--- src/rtl/rgb_seq_pkg.sv ---
// Shared types and the fixed six-colour palette for the RGB fade sequencer.
// Levels are full-scale per channel; LEVEL_BITS sets the channel width of rgb_t.
package rgb_seq_pkg;

    localparam int LEVEL_BITS = 4;
    localparam int NUM_COLORS = 6;

    typedef enum logic [1:0] {
        ST_IDLE     = 2'd0,
        ST_HOLD     = 2'd1,
        ST_FADE     = 2'd2,
        ST_OVERRIDE = 2'd3
    } state_t;

    typedef struct packed {
        logic [LEVEL_BITS-1:0] r;
        logic [LEVEL_BITS-1:0] g;
        logic [LEVEL_BITS-1:0] b;
    } rgb_t;

    localparam logic [LEVEL_BITS-1:0] FULL = {LEVEL_BITS{1'b1}};
    localparam logic [LEVEL_BITS-1:0] ZERO = {LEVEL_BITS{1'b0}};

    // red, yellow, green, cyan, blue, magenta
    function automatic rgb_t palette_color(input logic [2:0] idx);
        rgb_t c;
        case (idx)
            3'd0:    c = '{r: FULL, g: ZERO, b: ZERO};
            3'd1:    c = '{r: FULL, g: FULL, b: ZERO};
            3'd2:    c = '{r: ZERO, g: FULL, b: ZERO};
            3'd3:    c = '{r: ZERO, g: FULL, b: FULL};
            3'd4:    c = '{r: ZERO, g: ZERO, b: FULL};
            3'd5:    c = '{r: FULL, g: ZERO, b: FULL};
            default: c = '{r: ZERO, g: ZERO, b: ZERO};
        endcase
        return c;
    endfunction

    function automatic logic [2:0] next_color(input logic [2:0] idx);
        return (idx == 3'(NUM_COLORS - 1)) ? 3'd0 : idx + 3'd1;
    endfunction

endpackage

--- src/rtl/rgb_lerp.sv ---
// Combinational linear interpolation src -> dst at step k of FADE_STEPS,
// one signed multiply-and-floor-shift per channel.
module rgb_lerp
    import rgb_seq_pkg::*;
#(
    parameter int FADE_STEPS = 16,
    localparam int SHIFT = $clog2(FADE_STEPS),
    localparam int KW = SHIFT + 1
) (
    input  rgb_t            src,
    input  rgb_t            dst,
    input  logic [KW-1:0]   k,
    output rgb_t            mixed
);

    localparam int DW = LEVEL_BITS + 1;
    localparam int PW = DW + KW + 1;

    logic [LEVEL_BITS-1:0] src_ch [3];
    logic [LEVEL_BITS-1:0] dst_ch [3];
    logic [LEVEL_BITS-1:0] mix_ch [3];

    assign src_ch[0] = src.r;
    assign src_ch[1] = src.g;
    assign src_ch[2] = src.b;
    assign dst_ch[0] = dst.r;
    assign dst_ch[1] = dst.g;
    assign dst_ch[2] = dst.b;

    generate
        for (genvar gi = 0; gi < 3; gi++) begin : g_ch
            logic signed [DW-1:0] diff;
            logic signed [PW-1:0] prod;

            assign diff = $signed({1'b0, dst_ch[gi]}) - $signed({1'b0, src_ch[gi]});
            assign prod = PW'(diff) * PW'($signed({1'b0, k}));
            // Arithmetic shift floors negative steps; the sum never leaves 0..full.
            assign mix_ch[gi] = LEVEL_BITS'(PW'($signed({1'b0, src_ch[gi]})) + (prod >>> SHIFT));
        end
    endgenerate

    assign mixed = '{r: mix_ch[0], g: mix_ch[1], b: mix_ch[2]};

endmodule

--- src/rtl/rgb_fade_sequencer.sv ---
// Steps the RGB PWM intensities through the palette: hold, fade to the next
// colour, wrap; a level-sensitive override and a pause input sit on top.
module rgb_fade_sequencer
    import rgb_seq_pkg::*;
#(
    parameter int TICK_DIV   = 33333,
    parameter int PWM_BITS   = 4,
    parameter int HOLD_STEPS = 60,
    parameter int FADE_STEPS = 16
) (
    input  logic                  clk,
    input  logic                  reset,
    input  logic                  enable,
    input  logic                  pause,
    input  logic                  ovr_valid,
    input  logic [3*PWM_BITS-1:0] ovr_rgb,
    output logic [PWM_BITS-1:0]   r_level,
    output logic [PWM_BITS-1:0]   g_level,
    output logic [PWM_BITS-1:0]   b_level,
    output logic [2:0]            color_idx,
    output logic                  fading,
    output logic                  step_tick
);

    localparam int PSW = $clog2(TICK_DIV);
    localparam int HW  = $clog2(HOLD_STEPS + 1);
    localparam int KW  = $clog2(FADE_STEPS) + 1;

    state_t          state_reg;
    logic [PSW-1:0]  presc_reg;
    logic [HW-1:0]   hold_cnt_reg;
    logic [KW-1:0]   k_reg;
    logic [2:0]      color_idx_reg;
    rgb_t            levels_reg;
    logic            fading_reg;
    logic            step_tick_reg;

    logic            counting;
    logic            wrap;
    logic [KW-1:0]   k_next;
    logic [HW-1:0]   hold_next;
    rgb_t            src_rgb;
    rgb_t            dst_rgb;
    rgb_t            fade_rgb;

    assign counting  = (state_reg == ST_HOLD || state_reg == ST_FADE) && !pause;
    assign wrap      = counting && (presc_reg == PSW'(TICK_DIV - 1));
    assign k_next    = k_reg + KW'(1);
    assign hold_next = hold_cnt_reg + HW'(1);
    assign src_rgb   = palette_color(color_idx_reg);
    assign dst_rgb   = palette_color(next_color(color_idx_reg));

    rgb_lerp #(.FADE_STEPS(FADE_STEPS)) u_lerp (
        .src   (src_rgb),
        .dst   (dst_rgb),
        .k     (k_next),
        .mixed (fade_rgb)
    );

    always_ff @(posedge clk) begin
        if (reset || !enable) begin
            state_reg     <= ST_IDLE;
            presc_reg     <= '0;
            hold_cnt_reg  <= '0;
            k_reg         <= '0;
            color_idx_reg <= '0;
            levels_reg    <= '0;
            fading_reg    <= 1'b0;
            step_tick_reg <= 1'b0;
        end else begin
            step_tick_reg <= 1'b0;
            case (state_reg)
                ST_IDLE: begin
                    state_reg     <= ST_HOLD;
                    color_idx_reg <= '0;
                    levels_reg    <= palette_color(3'd0);
                    presc_reg     <= '0;
                    hold_cnt_reg  <= '0;
                    k_reg         <= '0;
                end
                ST_HOLD, ST_FADE: begin
                    if (ovr_valid) begin
                        state_reg  <= ST_OVERRIDE;
                        levels_reg <= rgb_t'(ovr_rgb);
                        fading_reg <= 1'b0;
                    end else if (wrap) begin
                        step_tick_reg <= 1'b1;
                        presc_reg     <= '0;
                        if (state_reg == ST_HOLD) begin
                            if (hold_next == HW'(HOLD_STEPS)) begin
                                state_reg    <= ST_FADE;
                                hold_cnt_reg <= '0;
                                k_reg        <= '0;
                                fading_reg   <= 1'b1;
                            end else begin
                                hold_cnt_reg <= hold_next;
                            end
                        end else if (k_next == KW'(FADE_STEPS)) begin
                            state_reg     <= ST_HOLD;
                            levels_reg    <= dst_rgb;
                            color_idx_reg <= next_color(color_idx_reg);
                            fading_reg    <= 1'b0;
                            k_reg         <= '0;
                            hold_cnt_reg  <= '0;
                        end else begin
                            levels_reg <= fade_rgb;
                            k_reg      <= k_next;
                        end
                    end else if (!pause) begin
                        presc_reg <= presc_reg + PSW'(1);
                    end
                end
                default: begin
                    if (ovr_valid) begin
                        levels_reg <= rgb_t'(ovr_rgb);
                    end else begin
                        // Leaving override abandons any fade and restarts the hold.
                        state_reg    <= ST_HOLD;
                        levels_reg   <= src_rgb;
                        presc_reg    <= '0;
                        hold_cnt_reg <= '0;
                        k_reg        <= '0;
                    end
                end
            endcase
        end
    end

    assign r_level   = levels_reg.r;
    assign g_level   = levels_reg.g;
    assign b_level   = levels_reg.b;
    assign color_idx = color_idx_reg;
    assign fading    = fading_reg;
    assign step_tick = step_tick_reg;

endmodule

--- config.mk ---
export PLATFORM = sky130hd
export DESIGN_NAME = rgb_fade_sequencer
export DESIGN_NICKNAME = d
export VERILOG_FILES = /design/src/rtl/rgb_seq_pkg.sv /design/src/rtl/rgb_lerp.sv /design/src/rtl/rgb_fade_sequencer.sv
export SDC_FILE = /design/constraint.sdc
export NUM_CORES = 1
export LEC_CHECK = 0
export ABC_CLOCK_PERIOD_IN_PS = 5000
export BUFFER_PORTS_ARGS = -buffer_cell sky130_fd_sc_hd__buf_2
export CORE_MARGIN = 1.5
export CORE_UTILIZATION = 45
export CTS_CLUSTER_DIAMETER = 100
export DETAILED_ROUTE_END_ITERATION = 12
export GPL_TIMING_DRIVEN = 0
export PLACE_DENSITY = 0.74
export SETUP_SLACK_MARGIN = 0.5
export SLEW_MARGIN = 25
export SYNTH_ARGS = -nofsm -noshare
export SYNTH_HDL_FRONTEND = slang
export SYNTH_SLANG_ARGS = --single-unit
export TNS_END_PERCENT = 30
--- constraint.sdc ---
create_clock -name clk -period 5 [get_ports clk]
set_input_delay 0.25 -clock clk [delete_from_list [all_inputs] [get_ports clk]]
set_output_delay 0.25 -clock clk [all_outputs]
set_load 0.005 [all_outputs]
==> impl_metrics.toml, run 1 <==
[status]
violations = "negative setup slack"
status = "finished, violations left"

[synth]
synth_area_mm2 = 0.00493
synth_top_area_frac = 0.187
synth_edf_count = 0
yosysWarningCount = 0
synth_common_cells = "inv_1 (72), ha_1 (53), nand2_1 (47)"
synth-main-ff-cell = "dfxtp_1"
synthArstFlopShare = 0
syn_avg_cell_area_um2 = 8.57
synth_cell_types = 70
yosysTopAreaCell = "dfxtp_1"
yosysMostFrequentCell = "inv_1"
synth_sequential_area_ratio = 0.187
synth_area_leaders = "dfxtp_1 (19%), ha_1 (13%), fa_1 (13%)"
synth_cells = 575
ys_seq_elements = 46
synth_fp_nets = 678

[drt]
drc_errors = 0
firstDrtPassIters = 5
drt_iter0_markers = 293
ant_nets = 0
wl_per_cell_um = 15.2
num_vias = 4188
viasPerCell = 5.47
routed_wl_um = 11600

[global_route]
antenna_found_initial = 0
grt.total_usage = 0.213
overflow = 0
grt_pass1_vias = 4171
grt_max_degree = 15
grt_first_pass_wirelength_um = 19800

[timing]
maxSlewHeadroom = 0.547
finalSetupTns_ns = -0.829
rsz0062_at_grt = "yes"
timing.fmax_mhz = 192
fin_crit_sh = 1.04
finalClockSkew_ns = 0.00918
finalMaxSlewViolations = 0
fin_crit_ns = 5.22
hold_viol = 0
worst_slew_pin_slew_ns = 0.679
setup_slack_ns = -0.219
setup_violations = 5

[floorplanning]
rows = 38
fp.dieH_um = 108
start_util = 0.459
die_x_um = 108
ios = 34
core_mm2 = 0.0107
dieArea_mm2 = 0.0116

[layout]
largest_register_ff_count = 16
synthToLayoutAreaGrowth_pct = 15.0
drive_gt1_frac = 0.208
fillers = 1007
finalNetCount = 727
diodes = 0
fin_util = 0.527

[worst_setup_path]
cp_max_fo = 4
worstSetupStartpointType = "register"
critPathArrivalTime_ns = 5.46
cpMostUsedCell = "fa_1"
required_ns = 5.24
endpoint_kind = "register"
crit_type = "register to register"
worst-path-buf-inv = 2
cpMaxStageDelayCell = "fa_1"
critPathMaxStageDelay_ns = 0.55
crit_family = "adder cells"
crit_chain = "inv_6 > nor2_4 > ha_4 > or3_4 > o21ai_4 > ha_4 > or2b_1 > fa_1 > fa_1 > fa_1 > inv_1 > ha_1 > a31o_2 > a21oi_2 > xnor2_1 > ha_1 > xnor2_1 > mux2i_1 > o311ai_2 > o211ai_1 > a21oi_1"

[clock_tree]
insertion_delay_ns = 0.30
root_buffer = "clkbuf_8"
cts_buffers = 5
cts_max_path_buffers = 2
htreeDepth = 2
clkSinkCount = 46
cts_tree = "built"
clk_pin_slew_ns = 0.09

[power_and_ir_drop]
sequentialPowerShare = 0.456
p_clk_frac = 0.335
p_per_area_mw_per_mm2 = 146
p_switching_mw = 0.237
ir_worst_vdd_v = 0.000321
internal_power_mw = 0.587
switching_share = 0.288
p_leak_nw = 2.58
comb_power_share = 0.209

[placement]
port_buffers = 32
hpwl_um = 8990
gp_congestion = 0.873

[hold_path]
hold_path_class = "input port to register"

[run]
max-cap-violations = 0
-- cell usage in the layout (no fill, tap or decap), types with 4 or more instances in the layout --
cell type / netlist / routed
xnor2_1: 25 / 24
o211ai_1: 5 / 5
clkbuf_8: 2 / 7
ha_4: 0 / 4
ha_1: 53 / 47
xor2_1: 22 / 19
and3_1: 4 / 4
buf_4: 3 / 13
nand3_1: 17 / 17
a31oi_1: 5 / 5
fa_1: 33 / 32
nor2_1: 43 / 41
and2_1: 12 / 9
buf_2: 2 / 34
nand2b_1: 9 / 9
dfxtp_1: 46 / 43
nor3_1: 10 / 10
a21oi_2: 2 / 5
inv_1: 72 / 67
a21o_1: 10 / 9
o21ai_1: 12 / 10
nand2_1: 47 / 47
a21oi_1: 41 / 38
inv_2: 6 / 8
o21ai_0: 7 / 7
nor2b_1: 10 / 8
buf_6: 4 / 4
nand4_1: 5 / 5
clkbuf_1: 5 / 5
-- cells by family after synthesis --
group / share of synthesized area
DFF: 0.187
xor gates and xnor gates: 0.0970
adders and majority gates: 0.269
buffers and inverters: 0.0846
AOI/OAI and AO/OA: 0.149
and+or+nand+nor: 0.206
muxes: 0.00813
-- per-layer routing --
metal / part of all wire / vias to the layer above / global-route usage / wire (um)
li1: - / 2038 / - / -
met1: 0.43 / 1990 / 0.288 / 5060
met2: 0.49 / 145 / 0.366 / 5690
met3: 0.062 / 15 / 0.0169 / 719
met4: 0.014 / 0 / 0.0536 / 162
met5: 0 / - / 0 / 0
-- worst reg2reg max path: cells and delay by family, from the launching register on --
family | cells | cell delay [ns]
adders and majority gates | 7 | 2.55
AOI/OAI and AO/OA | 6 | 1.02
and+or+nand+nor | 3 | 0.68
DFF | 1 | 0.38
xor gates and xnor gates | 2 | 0.29
muxes | 1 | 0.13
buffers and inverters | 2 | 0.10
-- power groups by stage --
| stage | Combinational (mW) | Sequential [mW] | Clock (mW) |
|---|---|---|---|
| after global placement | 0.158 | 0.385 | 0 |
| after detailed placement | 0.162 | 0.386 | 0 |
| after floorplan | 0.118 | 0.385 | 0 |
| final | 0.173 | 0.376 | 0.276 |
| after CTS | 0.166 | 0.376 | 0.277 |
| after global routing | 0.187 | 0.377 | 0.293 |
-- cell type report --
type	count	area, um^2	area share
multi-input combinational	435	3780	0.668
tap	140	175	0.0309
clock buffer	6	72.6	0.0128
inverter	78	303	0.0534
sequential	46	932	0.164
clock inverter	2	37.5	0.00662
timing repair buffer	42	235	0.0415
buffer	16	128	0.0225
-- stage by stage --
step | std cells | power (mW) | hold WS, ns | setup WS [ns] | instance area (um^2)
after global placement | 747 | 0.543 | 0.441 | -0.474 | 5320
after detailed placement | 747 | 0.547 | 0.449 | -0.493 | 5320
after CTS | 762 | 0.819 | 0.231 | -0.217 | 5570
final | 765 | 0.825 | 0.231 | -0.219 | 5670
after floorplan | 575 | 0.503 | 0.417 | 0.00339 | 4980
after global routing | 765 | 0.858 | 0.262 | -0.509 | 5670
-- worst paths after layout --
path                     start         end  slack [ns]  cells past startpoint
setup / recovery  color_idx[0]  b_level[2]       -0.22                     21
hold / removal      ovr_rgb[2]  b_level[2]        0.23                      3
setup reg to reg  color_idx[0]  b_level[2]       -0.22                     21
hold reg to reg     b_level[1]  b_level[1]        0.46                      2
-- what timing repair did --
action                                  CTS  global route
hold buffers                              0             0
resized for setup                        23            16
endpoints found under the setup margin   12            12
pin swaps                                10             7
buffers inserted                          7             3
Power figures use the tool's default switching activity.
==> run 2: changes to the inputs <==
Settings changed: RECOVER_POWER from default to 50.
==> run 2 against run 1 <==
Effect of this change:
- the flow still finishes with violations (negative setup slack)
- wire length fell by 0.60%
- non-clock buffer count stayed put
- clock skew shrank 0.00063 ns
- power fell by 0.23%
- fmax is essentially flat
- clock-buffer cell count did not move
- largest cell class unchanged
- highest routed layer unchanged
==> impl_metrics.toml, run 2 (synthesized netlist as in run 1, its figures left out) <==
[status]
status = "finished, violations left"
violations = "negative setup slack"

[power_and_ir_drop]
p_per_area_mw_per_mm2 = 145
switching_share = 0.287
p_leak_nw = 2.55
p_clk_frac = 0.334
p_switching_mw = 0.236
sequentialPowerShare = 0.457
comb_power_share = 0.208
internal_power_mw = 0.587
ir_worst_vdd_v = 0.000321

[worst_setup_path]
worst-path-buf-inv = 2
critPathMaxStageDelay_ns = 0.55
critPathArrivalTime_ns = 5.46
crit_chain = "inv_6 > nor2_4 > ha_4 > or3_4 > o21ai_4 > ha_4 > or2b_1 > fa_1 > fa_1 > fa_1 > inv_1 > ha_1 > a31o_2 > a21oi_2 > xnor2_1 > ha_1 > xnor2_1 > mux2i_1 > o311ai_2 > o211ai_1 > a21oi_1"
crit_type = "register to register"
worst-r2r-setup-slack_ns = -0.22
required_ns = 5.24
cp_max_fo = 4
worstSetupStartpointType = "register"
cpMostUsedCell = "fa_1"
cpMaxStageDelayCell = "fa_1"
crit_family = "adder cells"
endpoint_kind = "register"

[timing]
hold-worst-slack_ns = 0.237
setup_slack_ns = -0.222
fin_crit_sh = 1.04
finalSetupTns_ns = -0.829
hold_viol = 0
worst_slew_pin_slew_ns = 0.665
finalMaxSlewViolations = 0
finalClockSkew_ns = 0.00855
timing.fmax_mhz = 191
fin_crit_ns = 5.22
maxSlewHeadroom = 0.557
setup_violations = 5
rsz0062_at_grt = "yes"

[layout]
synthToLayoutAreaGrowth_pct = 14.9
final_cell_mix = "inv_1 (67), nand2_1 (47), ha_1 (47)"
final_area_mm2 = 0.00566
fillers = 1011
layout_commonest_cell = "inv_1"
diodes = 0
fin_util = 0.527
seq_area_um2 = 932
multi_input_area_mm2 = 0.00378
largest_register_ff_count = 16
drive_gt1_frac = 0.198
finalNetCount = 727

[floorplanning]
core_mm2 = 0.0107
die_x_um = 108
ios = 34
dieArea_mm2 = 0.0116
fp.dieH_um = 108
rows = 38
start_util = 0.459

[clock_tree]
root_buffer = "clkbuf_8"
cts_tree = "built"
insertion_delay_ns = 0.30
cts_max_path_buffers = 2
cts_buffers = 5
htreeDepth = 2
clk_pin_slew_ns = 0.09
clkSinkCount = 46
hold_buffers = 0

[global_route]
overflow = 0
grt.total_usage = 0.213
grt_pass1_vias = 4171
grt_first_pass_wirelength_um = 19800
grt_max_degree = 15
antenna_found_initial = 0

[drt]
drt_iter0_markers = 285
num_vias = 4198
drc_errors = 0
ant_nets = 0
routed_wl_um = 11600
wl_per_cell_um = 15.1
viasPerCell = 5.49
firstDrtPassIters = 6

[placement]
hpwl_um = 8990
gp_congestion = 0.873
port_buffers = 32
placed_area_mm2 = 0.00532

[hold_path]
hold_path_class = "input port to register"

[run]
max-cap-violations = 0
run 2: changes by cell type in the layout (fill, tap and decap cells not counted):
cell and delta:
clkbuf_1 +6, buf_2 -6
run 2: final cells by class:
class	instances	area share
plain buffers	16	0.0226
clock buffers	6	0.0128
repair buffers	42	0.0402
flip-flops and latches	46	0.165
multi-input cells	435	0.669
inverters	78	0.0535
clock inverters	2	0.00663
well taps	140	0.0310
run 2: worst reg2reg max path: stages, from the launching register on:
cell and delay [ns]:
dfxtp_4 0.38, inv_6 0.04, nor2_4 0.11, ha_4 0.22
or3_4 0.34, o21ai_4 0.11, ha_4 0.25, or2b_1 0.23
fa_1 0.47, fa_1 0.49, fa_1 0.55, inv_1 0.06
ha_1 0.29, a31o_2 0.21, a21oi_2 0.13, xnor2_1 0.13
ha_1 0.28, xnor2_1 0.16, mux2i_1 0.13, o311ai_2 0.30
o211ai_1 0.13, a21oi_1 0.14
run 2: repair_timing:
item / 4_1_cts / 5_1_grt
endpoints found under the setup margin: 12 / 12
resized for setup: 23 / 16
buffers inserted: 7 / 3
pin swaps: 10 / 7
run 2: power groups by stage:
stage / sequential, mW / clock [mW] / combinational (mW)
after floorplan: 0.385 / 0 / 0.118
after global placement: 0.385 / 0 / 0.158
after detailed placement: 0.386 / 0 / 0.162
after CTS: 0.376 / 0.277 / 0.166
after global routing: 0.377 / 0.293 / 0.187
final: 0.376 / 0.275 / 0.172
run 2: final timing paths:
| kind | start | to | cells after the start |
|---|---|---|---|
| setup / recovery | color_idx[0] | b_level[2] | 21 |
| hold / removal | ovr_rgb[2] | b_level[2] | 3 |
| setup reg to reg | color_idx[0] | b_level[2] | 21 |
| hold reg to reg | b_level[1] | b_level[1] | 2 |
run 2: stage by stage:
stage | setup WS (ns) | std cells | power (mW)
6_report | -0.222 | 765 | 0.823
5_1_grt | -0.509 | 765 | 0.857
4_1_cts | -0.217 | 762 | 0.819
3_5_place_dp | -0.493 | 747 | 0.547
3_3_place_gp | -0.474 | 747 | 0.543
2_1_floorplan | 0.00339 | 575 | 0.503
run 2: per-layer routing:
metal  up-vias  global-route usage  routed length [um]
li1       2039                   -                   -
met1      1996               0.288                5040
met2       147               0.366                5690
met3        16              0.0169                 641
met4         0              0.0536                 192
met5         -                   0                   0
==> run 3: changes to the inputs <==
Settings changed: CORE_MARGIN 1.5 to default, PLACE_DENSITY 0.74 to default.
==> run 3 against run 2 <==
Effect of this change:
- the run still ends with negative setup slack left
- utilization increased by 0.98 points
- hold slack got worse by 0.012 ns
- combinational power fell by 3%
- power is 0.24% lower
==> impl_metrics.toml, run 3 (synthesized netlist as in run 1, its figures left out) <==
[status]
status = "finished, violations left"
violations = "negative setup slack"

[floorplanning]
ios = 34
rows = 37
core_mm2 = 0.0105
die_x_um = 107
start_util = 0.471
dieArea_mm2 = 0.0114
fp.dieH_um = 107

[worst_setup_path]
endpoint_kind = "register"
critPathArrivalTime_ns = 5.47
crit_type = "register to register"
required_ns = 5.24
worst-r2r-setup-slack_ns = -0.23
worstSetupStartpointType = "register"
cp_max_fo = 4

[timing]
hold_viol = 0
timing.fmax_mhz = 191
fin_crit_sh = 1.05
finalMaxSlewViolations = 0
finalClockSkew_ns = 0.00582
hold-worst-slack_ns = 0.225
rsz0062_at_grt = "yes"
maxSlewHeadroom = 0.566
worst_slew_pin_slew_ns = 0.651
setup_violations = 5
fin_crit_ns = 5.23
setup_slack_ns = -0.226

[clock_tree]
cts_tree = "built"
root_buffer = "clkbuf_8"
insertion_delay_ns = 0.30
htreeDepth = 2
cts_buffers = 5
clk_pin_slew_ns = 0.09
cts_max_path_buffers = 2
clkSinkCount = 46
hold_buffers = 0

[power_and_ir_drop]
internal_power_mw = 0.584
ir_worst_vdd_v = 0.000110
p_leak_nw = 2.51
p_switching_mw = 0.237
comb_power_share = 0.203
p_clk_frac = 0.339
p_per_area_mw_per_mm2 = 146
switching_share = 0.289
sequentialPowerShare = 0.458

[layout]
final_cell_mix = "inv_1 (66), nand2_1 (47), ha_1 (47)"
multi_input_area_mm2 = 0.00377
seq_area_um2 = 932
synthToLayoutAreaGrowth_pct = 13.9
drive_gt1_frac = 0.190
finalNetCount = 724
fillers = 1023
diodes = 0
largest_register_ff_count = 16
final_cells = 758
layout_commonest_cell = "inv_1"

[run]
max-cap-violations = 0

[drt]
drc_errors = 0
top_layer = "met4"
wl_met2_um = 5730
routed_wl_um = 11500
met3_length_um = 473
m1WireLength_um = 5260
ant_nets = 0
firstDrtPassIters = 5
wl_per_cell_um = 15.2
num_vias = 4064
viasPerCell = 5.36
drt_iter0_markers = 186

[global_route]
overflow = 0
grt_max_degree = 15
grt.total_usage = 0.220
antenna_found_initial = 0
grt_pass1_vias = 4168
grt_first_pass_wirelength_um = 19900

[placement]
gp_congestion = 0.816
hpwl_um = 9260
pre_cts_ws_ns = -0.560
port_buffers = 32
place_inst = 743

[hold_path]
hold_path_class = "input port to register"
## run 3: changes by cell type in the layout (fill, tap and decap cells not counted), moves of 2 or more
cell      before  now
buf_2         28   25
clkbuf_1      11   15
buf_4         13    9
fa_2           1    3
fa_1          32   30
## run 3: worst max-delay path: stages, from the launching register on
cell and delay [ns]:
dfxtp_4 0.38, inv_6 0.04, nor2_4 0.11, ha_4 0.22
or3_4 0.34, o21ai_4 0.11, inv_2 0.08, ha_4 0.18
and2_4 0.16, fa_1 0.53, inv_1 0.05, fa_1 0.50
fa_1 0.43, buf_4 0.15, fa_2 0.52, inv_2 0.05
ha_4 0.15, inv_2 0.04, fa_2 0.42, and2_4 0.15
o31ai_4 0.26, o2111ai_2 0.15, a21oi_1 0.13
## run 3: timing repair
action,in CTS,in global routing
endpoints found under the setup margin,12,12
setup buffers,6,1
pin swaps,13,15
gates resized for setup,35,10
cloned,0,0
## run 3: area by class of cell
| type | instances | share of cell area |
|---|---|---|
| multi-input cells | 435 | 0.673 |
| flip-flops and latches | 46 | 0.166 |
| inverters | 78 | 0.0539 |
| repair buffers | 39 | 0.0361 |
| well taps | 136 | 0.0303 |
| plain buffers | 16 | 0.0214 |
| clock buffers | 6 | 0.0129 |
| clock inverters | 2 | 0.00669 |
## run 3: path summary, 6_finish.rpt
path | cells past startpoint | end | from
worst min-delay path | 3 | b_level[2] | ovr_rgb[2]
worst max register to register | 22 | b_level[1] | color_idx[0]
worst min register to register | 2 | b_level[0] | b_level[0]
worst max-delay path | 22 | b_level[1] | color_idx[0]
## run 3: power by group through the flow
stage	registers [mW]	clock network [mW]	logic, mW
6_report	0.376	0.278	0.166
4_1_cts	0.376	0.286	0.169
5_1_grt	0.377	0.302	0.184
3_3_place_gp	0.385	0	0.161
2_1_floorplan	0.385	0	0.118
3_5_place_dp	0.386	0	0.164
## run 3: stage by stage
stage | power [mW] | TNS [ns] | utilization | instance area (um^2)
2_1_floorplan | 0.503 | 0 | - | 4980
3_3_place_gp | 0.546 | -2.60 | 0.508 | 5310
3_5_place_dp | 0.549 | -3.19 | 0.508 | 5310
4_1_cts | 0.831 | -1.05 | 0.536 | 5610
5_1_grt | 0.863 | -2.51 | 0.536 | 5610
6_report | 0.821 | -0.856 | 0.536 | 5610
## run 3: routing by layer
metal,vias to the layer above,track usage
met1,1954,0.291
met3,6,0.0298
met5,-,0
li1,2028,-
met4,0,0.0254
met2,76,0.389
